### src/rtl/addsub_pkg.sv
// Shared definitions for the pipelined adder/subtractor.
//   mode_e   : operation select carried on the m input (ADD / SUB)
//   sat_max  : most positive two's-complement value of a given width
//   sat_min  : most negative two's-complement value of a given width
// Both helpers return a MAX_WIDTH vector; callers cast down to their own width.
package addsub_pkg;

    typedef enum logic {
        ADD = 1'b0,
        SUB = 1'b1
    } mode_e;

    localparam int unsigned MAX_WIDTH = 64;

    // 0111...1 in the low 'width' bits.
    function automatic logic [MAX_WIDTH-1:0] sat_max(input int unsigned width);
        logic [MAX_WIDTH-1:0] r;
        r = '0;
        for (int unsigned i = 0; i + 1 < width; i++) begin
            r[i] = 1'b1;
        end
        return r;
    endfunction

    // 1000...0 in the low 'width' bits.
    function automatic logic [MAX_WIDTH-1:0] sat_min(input int unsigned width);
        logic [MAX_WIDTH-1:0] r;
        r = '0;
        r[width-1] = 1'b1;
        return r;
    endfunction

endpackage

### src/rtl/addsub_slice.sv
// CHUNK-bit ripple-carry adder used as one pipeline stage of addsub_pipe.
// Ports:
//   a, b  : operand slices (b is already inverted for subtraction)
//   cin   : carry into bit 0 of the slice
//   sum   : slice sum
//   cout  : carry out of the slice MSB
//   cmsb  : carry into the slice MSB (needed for signed overflow at the top slice)
module addsub_slice
    import addsub_pkg::*;
#(
    parameter int unsigned CHUNK = 4
) (
    input  logic [CHUNK-1:0] a,
    input  logic [CHUNK-1:0] b,
    input  logic             cin,
    output logic [CHUNK-1:0] sum,
    output logic             cout,
    output logic             cmsb
);

    logic [CHUNK:0] c;

    always_comb begin
        sum  = '0;
        c    = '0;
        c[0] = cin;
        for (int i = 0; i < int'(CHUNK); i++) begin
            sum[i]   = a[i] ^ b[i] ^ c[i];
            c[i+1]   = (a[i] & b[i]) | (c[i] & (a[i] ^ b[i]));
        end
    end

    assign cout = c[CHUNK];
    assign cmsb = c[CHUNK-1];

endmodule

### src/rtl/addsub_pipe.sv
// Pipelined two's-complement adder/subtractor with valid/ready handshake,
// optional signed saturation and a sticky overflow flag.
// The carry chain is cut into CHUNK-bit slices, one slice resolved per stage,
// so latency is WIDTH/CHUNK cycles at one beat per cycle.
// Ports:
//   clk, rst            : clock, asynchronous active-high reset
//   in_valid, in_ready  : input handshake (in_ready depends only on output side)
//   a, b, m, sat        : operands, mode (0 add, 1 subtract), saturate enable
//   out_valid, out_ready: output handshake
//   s, cout, v          : result, carry out of MSB (1 = no borrow on subtract),
//                         unsaturated signed overflow
//   clr_sticky          : clear ovf_sticky
//   ovf_sticky          : set by any delivered beat with v=1 (set beats clear)
module addsub_pipe
    import addsub_pkg::*;
#(
    parameter int unsigned WIDTH = 16,
    parameter int unsigned CHUNK = 4
) (
    input  logic             clk,
    input  logic             rst,
    input  logic             in_valid,
    output logic             in_ready,
    input  logic [WIDTH-1:0] a,
    input  logic [WIDTH-1:0] b,
    input  logic             m,
    input  logic             sat,
    output logic             out_valid,
    input  logic             out_ready,
    output logic [WIDTH-1:0] s,
    output logic             cout,
    output logic             v,
    input  logic             clr_sticky,
    output logic             ovf_sticky
);

    // WIDTH is expected to be a non-zero multiple of CHUNK.
    localparam int unsigned STAGES = WIDTH / CHUNK;

    localparam logic [WIDTH-1:0] SAT_MAX = WIDTH'(sat_max(WIDTH));
    localparam logic [WIDTH-1:0] SAT_MIN = WIDTH'(sat_min(WIDTH));

    logic stall;
    logic accept;

    // Global stall: the whole pipe freezes while the output beat is refused.
    assign stall    = out_valid && !out_ready;
    assign in_ready = !stall;
    assign accept   = in_valid && in_ready;

    for (genvar k = 0; k < STAGES; k++) begin : g_stage
        // Operand bits not yet consumed when entering stage k.
        localparam int unsigned UP = WIDTH - k * CHUNK;

        logic [UP-1:0]          a_in;
        logic [UP-1:0]          bn_in;
        logic                   cin;
        logic                   vld_in;
        logic                   sat_in;
        logic                   sign_in;
        logic [(k+1)*CHUNK-1:0] sum_d;

        logic [CHUNK-1:0]       slice_sum;
        logic                   slice_cout;
        logic                   slice_cmsb;

        logic                   vld_q;
        logic                   carry_q;
        logic                   sat_q;
        logic                   sign_q;
        logic [(k+1)*CHUNK-1:0] sum_q;

        if (k == 0) begin : g_src
            // B is inverted and carry-in set to the mode so SUB becomes A + ~B + 1.
            assign a_in    = a;
            assign bn_in   = (m == SUB) ? ~b : b;
            assign cin     = (m == SUB);
            assign vld_in  = accept;
            assign sat_in  = sat;
            assign sign_in = a[WIDTH-1];
            assign sum_d   = slice_sum;
        end else begin : g_src
            assign a_in    = g_stage[k-1].g_fwd.a_q;
            assign bn_in   = g_stage[k-1].g_fwd.bn_q;
            assign cin     = g_stage[k-1].carry_q;
            assign vld_in  = g_stage[k-1].vld_q;
            assign sat_in  = g_stage[k-1].sat_q;
            assign sign_in = g_stage[k-1].sign_q;
            // Resolved lower slices ride along so the full sum aligns at the end.
            assign sum_d   = {slice_sum, g_stage[k-1].sum_q};
        end

        addsub_slice #(
            .CHUNK(CHUNK)
        ) u_slice (
            .a   (a_in[CHUNK-1:0]),
            .b   (bn_in[CHUNK-1:0]),
            .cin (cin),
            .sum (slice_sum),
            .cout(slice_cout),
            .cmsb(slice_cmsb)
        );

        always_ff @(posedge clk or posedge rst) begin
            if (rst) begin
                vld_q   <= 1'b0;
                carry_q <= 1'b0;
                sat_q   <= 1'b0;
                sign_q  <= 1'b0;
                sum_q   <= '0;
            end else if (!stall) begin
                vld_q   <= vld_in;
                carry_q <= slice_cout;
                sat_q   <= sat_in;
                sign_q  <= sign_in;
                sum_q   <= sum_d;
            end
        end

        if (k < STAGES - 1) begin : g_fwd
            // Skew registers: upper operand slices still waiting for their stage.
            logic [UP-CHUNK-1:0] a_q;
            logic [UP-CHUNK-1:0] bn_q;
            logic                unused_cmsb;

            assign unused_cmsb = slice_cmsb;

            always_ff @(posedge clk or posedge rst) begin
                if (rst) begin
                    a_q  <= '0;
                    bn_q <= '0;
                end else if (!stall) begin
                    a_q  <= a_in[UP-1:CHUNK];
                    bn_q <= bn_in[UP-1:CHUNK];
                end
            end
        end else begin : g_last
            logic cmsb_q;

            always_ff @(posedge clk or posedge rst) begin
                if (rst) begin
                    cmsb_q <= 1'b0;
                end else if (!stall) begin
                    cmsb_q <= slice_cmsb;
                end
            end
        end
    end

    logic                   fin_sat;
    logic                   fin_sign;
    logic [WIDTH-1:0]       fin_sum;
    logic                   fin_cmsb;
    logic                   ovf_sticky_q;
    logic                   ovf_sticky_d;

    assign out_valid = g_stage[STAGES-1].vld_q;
    assign cout      = g_stage[STAGES-1].carry_q;
    assign fin_cmsb  = g_stage[STAGES-1].g_last.cmsb_q;
    assign fin_sat   = g_stage[STAGES-1].sat_q;
    assign fin_sign  = g_stage[STAGES-1].sign_q;
    assign fin_sum   = g_stage[STAGES-1].sum_q;

    // v always reflects the raw sum, even when s is clamped.
    assign v = cout ^ fin_cmsb;

    // Overflow direction follows the sign of A for both add and subtract.
    always_comb begin
        s = fin_sum;
        if (fin_sat && v) begin
            s = fin_sign ? SAT_MIN : SAT_MAX;
        end
    end

    always_comb begin
        ovf_sticky_d = ovf_sticky_q;
        if (out_valid && out_ready && v) begin
            ovf_sticky_d = 1'b1;
        end else if (clr_sticky) begin
            ovf_sticky_d = 1'b0;
        end
    end

    always_ff @(posedge clk or posedge rst) begin
        if (rst) begin
            ovf_sticky_q <= 1'b0;
        end else begin
            ovf_sticky_q <= ovf_sticky_d;
        end
    end

    assign ovf_sticky = ovf_sticky_q;

endmodule

### config.mk
export PLATFORM = sky130hd
export DESIGN_NAME = addsub_pipe
export DESIGN_NICKNAME = d
export VERILOG_FILES = /design/src/rtl/addsub_pkg.sv /design/src/rtl/addsub_slice.sv /design/src/rtl/addsub_pipe.sv
export SDC_FILE = /design/constraint.sdc
export NUM_CORES = 1
export LEC_CHECK = 0
export ABC_CLOCK_PERIOD_IN_PS = 4970
export BUFFER_PORTS_ARGS = -buffer_cell sky130_fd_sc_hd__buf_2
export CELL_PAD_IN_SITES_DETAIL_PLACEMENT = 1
export CELL_PAD_IN_SITES_GLOBAL_PLACEMENT = 1
export CORE_ASPECT_RATIO = 1.75
export CORE_MARGIN = 2
export CORE_UTILIZATION = 29
export CTS_CLUSTER_SIZE = 12
export DETAILED_ROUTE_END_ITERATION = 12
export GPL_TIMING_DRIVEN = 0
export HOLD_SLACK_MARGIN = 0.06
export PLACE_DENSITY = 0.61
export SYNTH_ARGS = -nofsm -noshare
export SYNTH_HDL_FRONTEND = slang
export SYNTH_HIERARCHICAL = 1
export SYNTH_SLANG_ARGS = --single-unit
export TNS_END_PERCENT = 5
### constraint.sdc
create_clock -name clk -period 4.97 [get_ports clk]
set_input_delay 0.497 -clock clk [delete_from_list [all_inputs] [get_ports clk]]
set_output_delay 0.497 -clock clk [all_outputs]
set_load 0.01 [all_outputs]
==> results of run 1 <==
[cell usage after synthesis, types with 2 or more instances]
cell,count,area [um2]
a21o_1,10,75.1
a21oi_1,12,60.1
buf_2,15,75.1
dfrtp_1,103,2580
fa_1,16,320
inv_1,36,135
mux2_2,87,980
nand2_1,3,11.3
nand2b_1,2,12.5
nand3_1,2,10.0
nor2_1,12,45.0
o21a_1,5,37.5
o21ai_0,4,20.0
xnor2_1,12,105
xor2_1,4,35.0
[layout by cell type, fill, tap and decap left out, drive strengths merged, types with 3 or more instances in the layout]
| master | netlist | layout |
|---|---|---|
| a21oi | 12 | 12 |
| clkbuf | 0 | 9 |
| inv | 36 | 36 |
| o21ai | 4 | 4 |
| xnor2 | 12 | 12 |
| xor2 | 5 | 5 |
| mux2 | 87 | 87 |
| nor2 | 12 | 12 |
| buf | 16 | 76 |
| a21o | 10 | 10 |
| o21a | 5 | 5 |
| fa | 16 | 16 |
| dfrtp | 103 | 103 |
| nand2 | 3 | 3 |
| clkinvlp | 0 | 4 |
[cell families (layout without fill, tap and decap cells)]
family                     count (synthesis)  count (layout)  share of synthesized area
AOI/OAI and AO/OA                         31              31                     0.0424
adders and majority gates                 16              16                     0.0704
DFF                                      103             103                      0.567
muxes                                     87              87                      0.215
xor gates and xnor gates                  17              17                     0.0344
buffers and inverters                     52             128                     0.0479
and+or+nand+nor                           21              21                     0.0228
[layout make-up]
| type | instances | area (um2) |
|---|---|---|
| Buffer | 16 | 82.6 |
| Clock buffer | 9 | 225 |
| Clock inverter | 7 | 73.8 |
| Fill cell | 1615 | 9980 |
| Inverter | 36 | 138 |
| Multi-Input combinational cell | 172 | 1750 |
| Sequential cell | 103 | 2580 |
| Tap cell | 186 | 233 |
| Timing Repair Buffer | 60 | 323 |
[routing by layer]
layer  vias to the layer above  routed length, um  share of wire  global-route usage
met5                         -                  0              0                   0
met4                         0                215          0.022              0.0542
met3                        10                225          0.023              0.0227
met2                        38               5300           0.55               0.225
met1                      1351               3870           0.40               0.140
li1                       1211                  -              -                   -
[power by group]
group          switching, uW  internal, uW
logic                    672           724
clock network            316           390
registers                213          1220
[flip-flops by register name, summed over array words and instances, names as in the netlist]
name,count
fin_sat,1
g_stage.vld_q,3
ovf_sticky,1
g_stage.sign_q,3
fin_sum,16
g_stage.sum_q,24
fin_sign,1
out_valid,1
cout,1
g_stage.sat_q,3
g_stage.g_fwd.a_q,21
fin_cmsb,1
g_stage.carry_q,3
g_stage.g_fwd.bn_q,24
[worst max-delay path, cell delays in order]
cell and delay [ns]:
buf_2 0.10, buf_2 0.26, buf_2 0.38, xor2_1 0.27, fa_1 0.22, inv_1 0.05
fa_1 0.38, fa_1 0.36, inv_1 0.08, fa_1 0.40, mux2_2 0.27
[stage by stage]
step	power [uW]	area (um2)	hold WS (ns)
floorplan	2390	4550	0.430
global placement	2810	5080	0.445
detailed placement	2890	5110	0.461
CTS	3620	5410	0.295
global route	3820	5410	0.330
finish	3540	5410	0.262
[worst max-delay path by stage]
stage / from / endpoint / cells past startpoint
4_1_cts: m / g_stage[0].sum_q[3] / 11
3_5_place_dp: m / g_stage[0].sum_q[3] / 11
5_1_grt: m / g_stage[0].sum_q[3] / 11
3_3_place_gp: rst / g_stage[0].g_fwd.a_q[1] / 2
2_1_floorplan: rst / cout / 1
6_report: m / g_stage[0].sum_q[3] / 11
==> results.md, run 1 <==
* Synth Warn # at 6
* Worst-case clock buffer depth at 2
* Non-Filler Instances at 589
* Mapped Avg Cell Area at approximately 14 um2
* Peak supply drop at a little over 0.0002 V
* Mapped Nets at between 300 and 400
* Fin crit period at 3.04 ns
* GP Congestion at roughly 0.7
* Die Area at around 17,000 um2
* Nets at ~450
* Status: finished clean
* Hold Fails Final Rpt at 0
* Row cnt at 60
* Reg clk slew, reported paths at 0.07 ns
* Largest net degree at the start of global routing at 56
* Vias in the first global route at 3,001
* Async set-reset flop share out of synthesis at 1.00
* Maximum clock frequency at 0.329 GHz
* Worst-skew pair later-pin latency at approximately 0.34 ns
* Pre-CTS setup slack at 1.51 ns
* Count of pins over their slew limit at 0
* Critical Path End Type: flip-flop
* Initial Util at 0.296
* Setup WS post-layout at approximately 1.9 ns
* CP startpoint kind: input pin
* Mapped cell area at 4550 um2
* PD cells at about 650 nW/um2
* Core area at 15,400 um2
* Type of the worst setup path: input pin to flip-flop
* Post-synthesis cell type count at 19
* Routed Antenna Nets at 0
* Port-buffer cells at 59
* CTS Buf Count at 9
* H-tree Lvls at 3
* Diode count at 0
* Sink Count at approximately 100
* CTS tree: yes
* Hold WC Path Type: input pin to async pin
* Max FO, Critical Path at 10
* # placed instances at about 570
* Worst Reg-to-Reg Cells at 7
* CP Data Arrival Time at between 3 and 4 ns
* Via/cell ratio at about 4.4
* Cells after synthesis at about 330
* Routed len/inst at 16.3 um
* Die Wd at 98.7 um
* Remaining DRCs at 0
* RR Endpoint: g_stage[2].sum_q[11]
* Post CTS Setup Buffer Count at 0
* WP data required at roughly 5.2 ns
* Layout cells sized above 1 at 0.452
* WL final at slightly below 10 mm
* Drt first-iter violations at 50
* Via count at approximately 2.6k
* Ports at 60
* Setup violations, final at 0
* Initial antenna violation count at 0
* Gr usage total at 0.124
* Number of synthesized flops with an enable pin at 0
* Synthesized flop and latch total at just over 100
* Reg-to-reg critical path startpoint: g_stage[1].carry_q
* CTS hold repair buffers at 0
* Drt pass-1 iters at 3
* First-pass GRT wire length at about 16 mm
* P_leak at roughly 0.0025 uW
* Seq/Total Area, Yosys at 0.567
* Root Driver: clkbuf_16
* RSZ-0062 raised after global routing: no
* DP HPWL at 7.14 mm
* Final setup skew at around 0.0054 ns
* Gr ovfl total at 0
* Worst Max-Slew Pin Slew at around 0.7 ns
* Slew headroom at 0.524
* Final core utilization at 0.351
* Period utilisation layout at 0.612
* Area growth from synthesis to layout at 18.8%
* Die Y at 170 um
* Post_cts resized at 0
* Fin Setup TNS at 0 ns
* R2r setup slk at 2.72 ns
* Max Cap Viol at 0
* Synth Flop Type: dfrtp_1
Note: power is estimated with default switching activity, not from simulation.
==> inputs of run 2 (changes only) <==
Settings changed: ABC_CLOCK_PERIOD_IN_PS 4970 to 2630, PLACE_DENSITY 0.61 to 0.63.
Clock period 4.97 ns to 2.63 ns, I/O delays scaled along.
==> run 2 against run 1 <==
  * Via count is essentially flat
  * Clock power grew 97%
  * Setup slack lost 1.8 ns
  * Critical endpoint unchanged
==> results.md, run 2 (synthesis gave the netlist of run 1 again) <==
* Most frequent cells in the layout: 103 x dfrtp_1, 87 x mux2_2, 72 x buf_2, 35 x inv_1, 16 x fa_1
* CP startpoint kind: input pin
* Worst-case clock buffer depth at 2
* Type of the worst setup path: input pin to flip-flop
* Max FO, Critical Path at 10
* Reg power frac at 0.403
* Worst Hold Depth at 2
* Ports at 60
* Sink Count at around 100
* Gr usage total at 0.125
* H-tree Lvls at 3
* RSZ-0062 raised after global routing: no
* Largest regs: g_stage.g_fwd.bn_q x24, g_stage.sum_q x24, g_stage.g_fwd.a_q x21
* WP data required at ~2.9 ns
* Core area at 15,400 um2
* GP Congestion at ~0.74
* Switching Share at 0.331
* Status: finished clean
* Gr ovfl total at 0
* Via count at between 2k and 3k
* DP HPWL at between 7 and 8 mm
* Layout cells sized above 1 at 0.450
* CTS Buf Count at 9
* Nets at around 460
* Commonest non-fill, non-tap cell in the layout: dfrtp_1
* Maximum clock frequency at 0.406 GHz
* Largest net degree at the start of global routing at 42
* Port-buffer cells at between 50 and 60
* Diode count at 0
* Die Wd at 98.7 um
* Final setup skew at approximately 0.0058 ns
* Hold WC Path Type: input pin to flip-flop
* Switching power total at roughly 2200 uW
* Reg-to-reg critical path startpoint: g_stage[1].g_fwd.a_q[0]
* Worst Reg-to-Reg Cells at 7
* PD cells at 1240 nW/um2
* Comb pwr share at 0.391
* Fin Setup TNS at 0 ns
* Worst Max-Slew Pin Slew at 0.663 ns
* Via/cell ratio at 4.42
* Placed instance area at 5120 um2
* Setup WS post-layout at 0.164 ns
* Critical Path End Type: flip-flop
* Vias in the first global route at about 3k
* Slew headroom at 0.557
* Worst hold start: clr_sticky
* Cell area after layout at between 5000 and 6000 um2
* Count of pins over their slew limit at 0
* Worst hold margin at about 0.11 ns
* First-pass GRT wire length at between 15 and 20 mm
* Drt pass-1 iters at 4
* Setup violations, final at 0
* Die Y at between 150 and 200 um
* Drt first-iter violations at 67
* R2r setup slk at approximately 0.37 ns
* Fill cell count at 1,618
* CP Data Arrival Time at between 2 and 3 ns
* Worst Hold Path EP: ovf_sticky
* WL final at just under 10 mm
* Period utilisation layout at 0.938
* CTS tree: yes
* Hold Fails Final Rpt at 0
* Routed Antenna Nets at 0
* Fin crit period at around 2.5 ns
* Max Cap Viol at 0
* Row cnt at 60
* Routed len/inst at approximately 16 um
* Remaining DRCs at 0
* RR Endpoint: g_stage[2].sum_q[11]
* Initial antenna violation count at 0
* Peak supply drop at 0.000404 V
* Clock share of power at 0.206
* P_leak at 0.00252 uW
* Die Area at around 17,000 um2
* Initial Util at 0.296
* Worst-skew pair later-pin latency at between 0.3 and 0.4 ns
* Reg clk slew, reported paths at ~0.07 ns
* Area growth from synthesis to layout at 20.0%
* Internal power at 4540 uW
* Pre-CTS setup slack at -0.574 ns
* Root Driver: clkbuf_16
## run 2: cell count changes in the layout (fill, tap and decap cells not counted), sizes merged
cell | previous run | this run
clkinvlp | 4 | 1
clkbuf | 9 | 11
buf | 76 | 77
bufinv | 1 | 2
dlygate4sd3 | 0 | 1
inv | 36 | 35
## run 2: final cells by class
cell class / count / area, um2 / share of cell area
sequential: 103 / 2580 / 0.472
clock buffer: 11 / 243 / 0.0445
inverter: 36 / 139 / 0.0254
tap: 186 / 233 / 0.0426
buffer: 16 / 91.3 / 0.0167
multi-input combinational: 172 / 1760 / 0.322
clock inverter: 4 / 70.1 / 0.0128
timing repair buffer: 62 / 345 / 0.0633
## run 2: worst max path at each step
stage	endpoint	from	depth (start not counted)
final	g_stage[0].sum_q[3]	m	11
after detailed placement	g_stage[0].sum_q[3]	m	11
after global placement	g_stage[0].sum_q[3]	m	11
after CTS	g_stage[0].sum_q[3]	m	11
after floorplan	g_stage[0].sum_q[3]	m	10
after global routing	g_stage[0].sum_q[3]	m	11
## run 2: metal layers
| layer | track usage | wire length (um) | vias to the layer above |
|---|---|---|---|
| met5 | 0 | 0 | - |
| met4 | 0.0506 | 159 | 0 |
| met3 | 0.0202 | 164 | 10 |
| met2 | 0.231 | 5560 | 39 |
| met1 | 0.142 | 3740 | 1351 |
| li1 | - | - | 1209 |
## run 2: worst max-delay path, cell delays in order
cell	delay, ns
buf_2	0.10
buf_4	0.20
buf_6	0.20
xor2_2	0.17
fa_1	0.19
inv_1	0.05
fa_1	0.39
fa_1	0.37
inv_1	0.07
fa_1	0.40
mux2_2	0.27
## run 2: timing repair
action	4_1_cts	5_1_grt
resized for setup	3	1
hold buffers	1	0
cloned	0	0
setup endpoints to repair	1	1
setup buffers	0	0
hold endpoints to repair	28	0
## run 2: per-stage QoR
stage | power (uW) | instances | utilization
floorplan | 4520 | 327 | -
global placement | 5310 | 572 | 0.330
detailed placement | 5470 | 574 | 0.333
CTS | 6920 | 590 | 0.354
global route | 7330 | 590 | 0.355
finish | 6780 | 590 | 0.355
## run 2: power groups by stage
| stage | Clock [uW] | Sequential (uW) | Combinational (uW) |
|---|---|---|---|
| floorplan | 0 | 2630 | 1890 |
| global placement | 0 | 2720 | 2590 |
| detailed placement | 0 | 2770 | 2700 |
| CTS | 1440 | 2750 | 2730 |
| global route | 1520 | 2840 | 2970 |
| finish | 1390 | 2730 | 2650 |
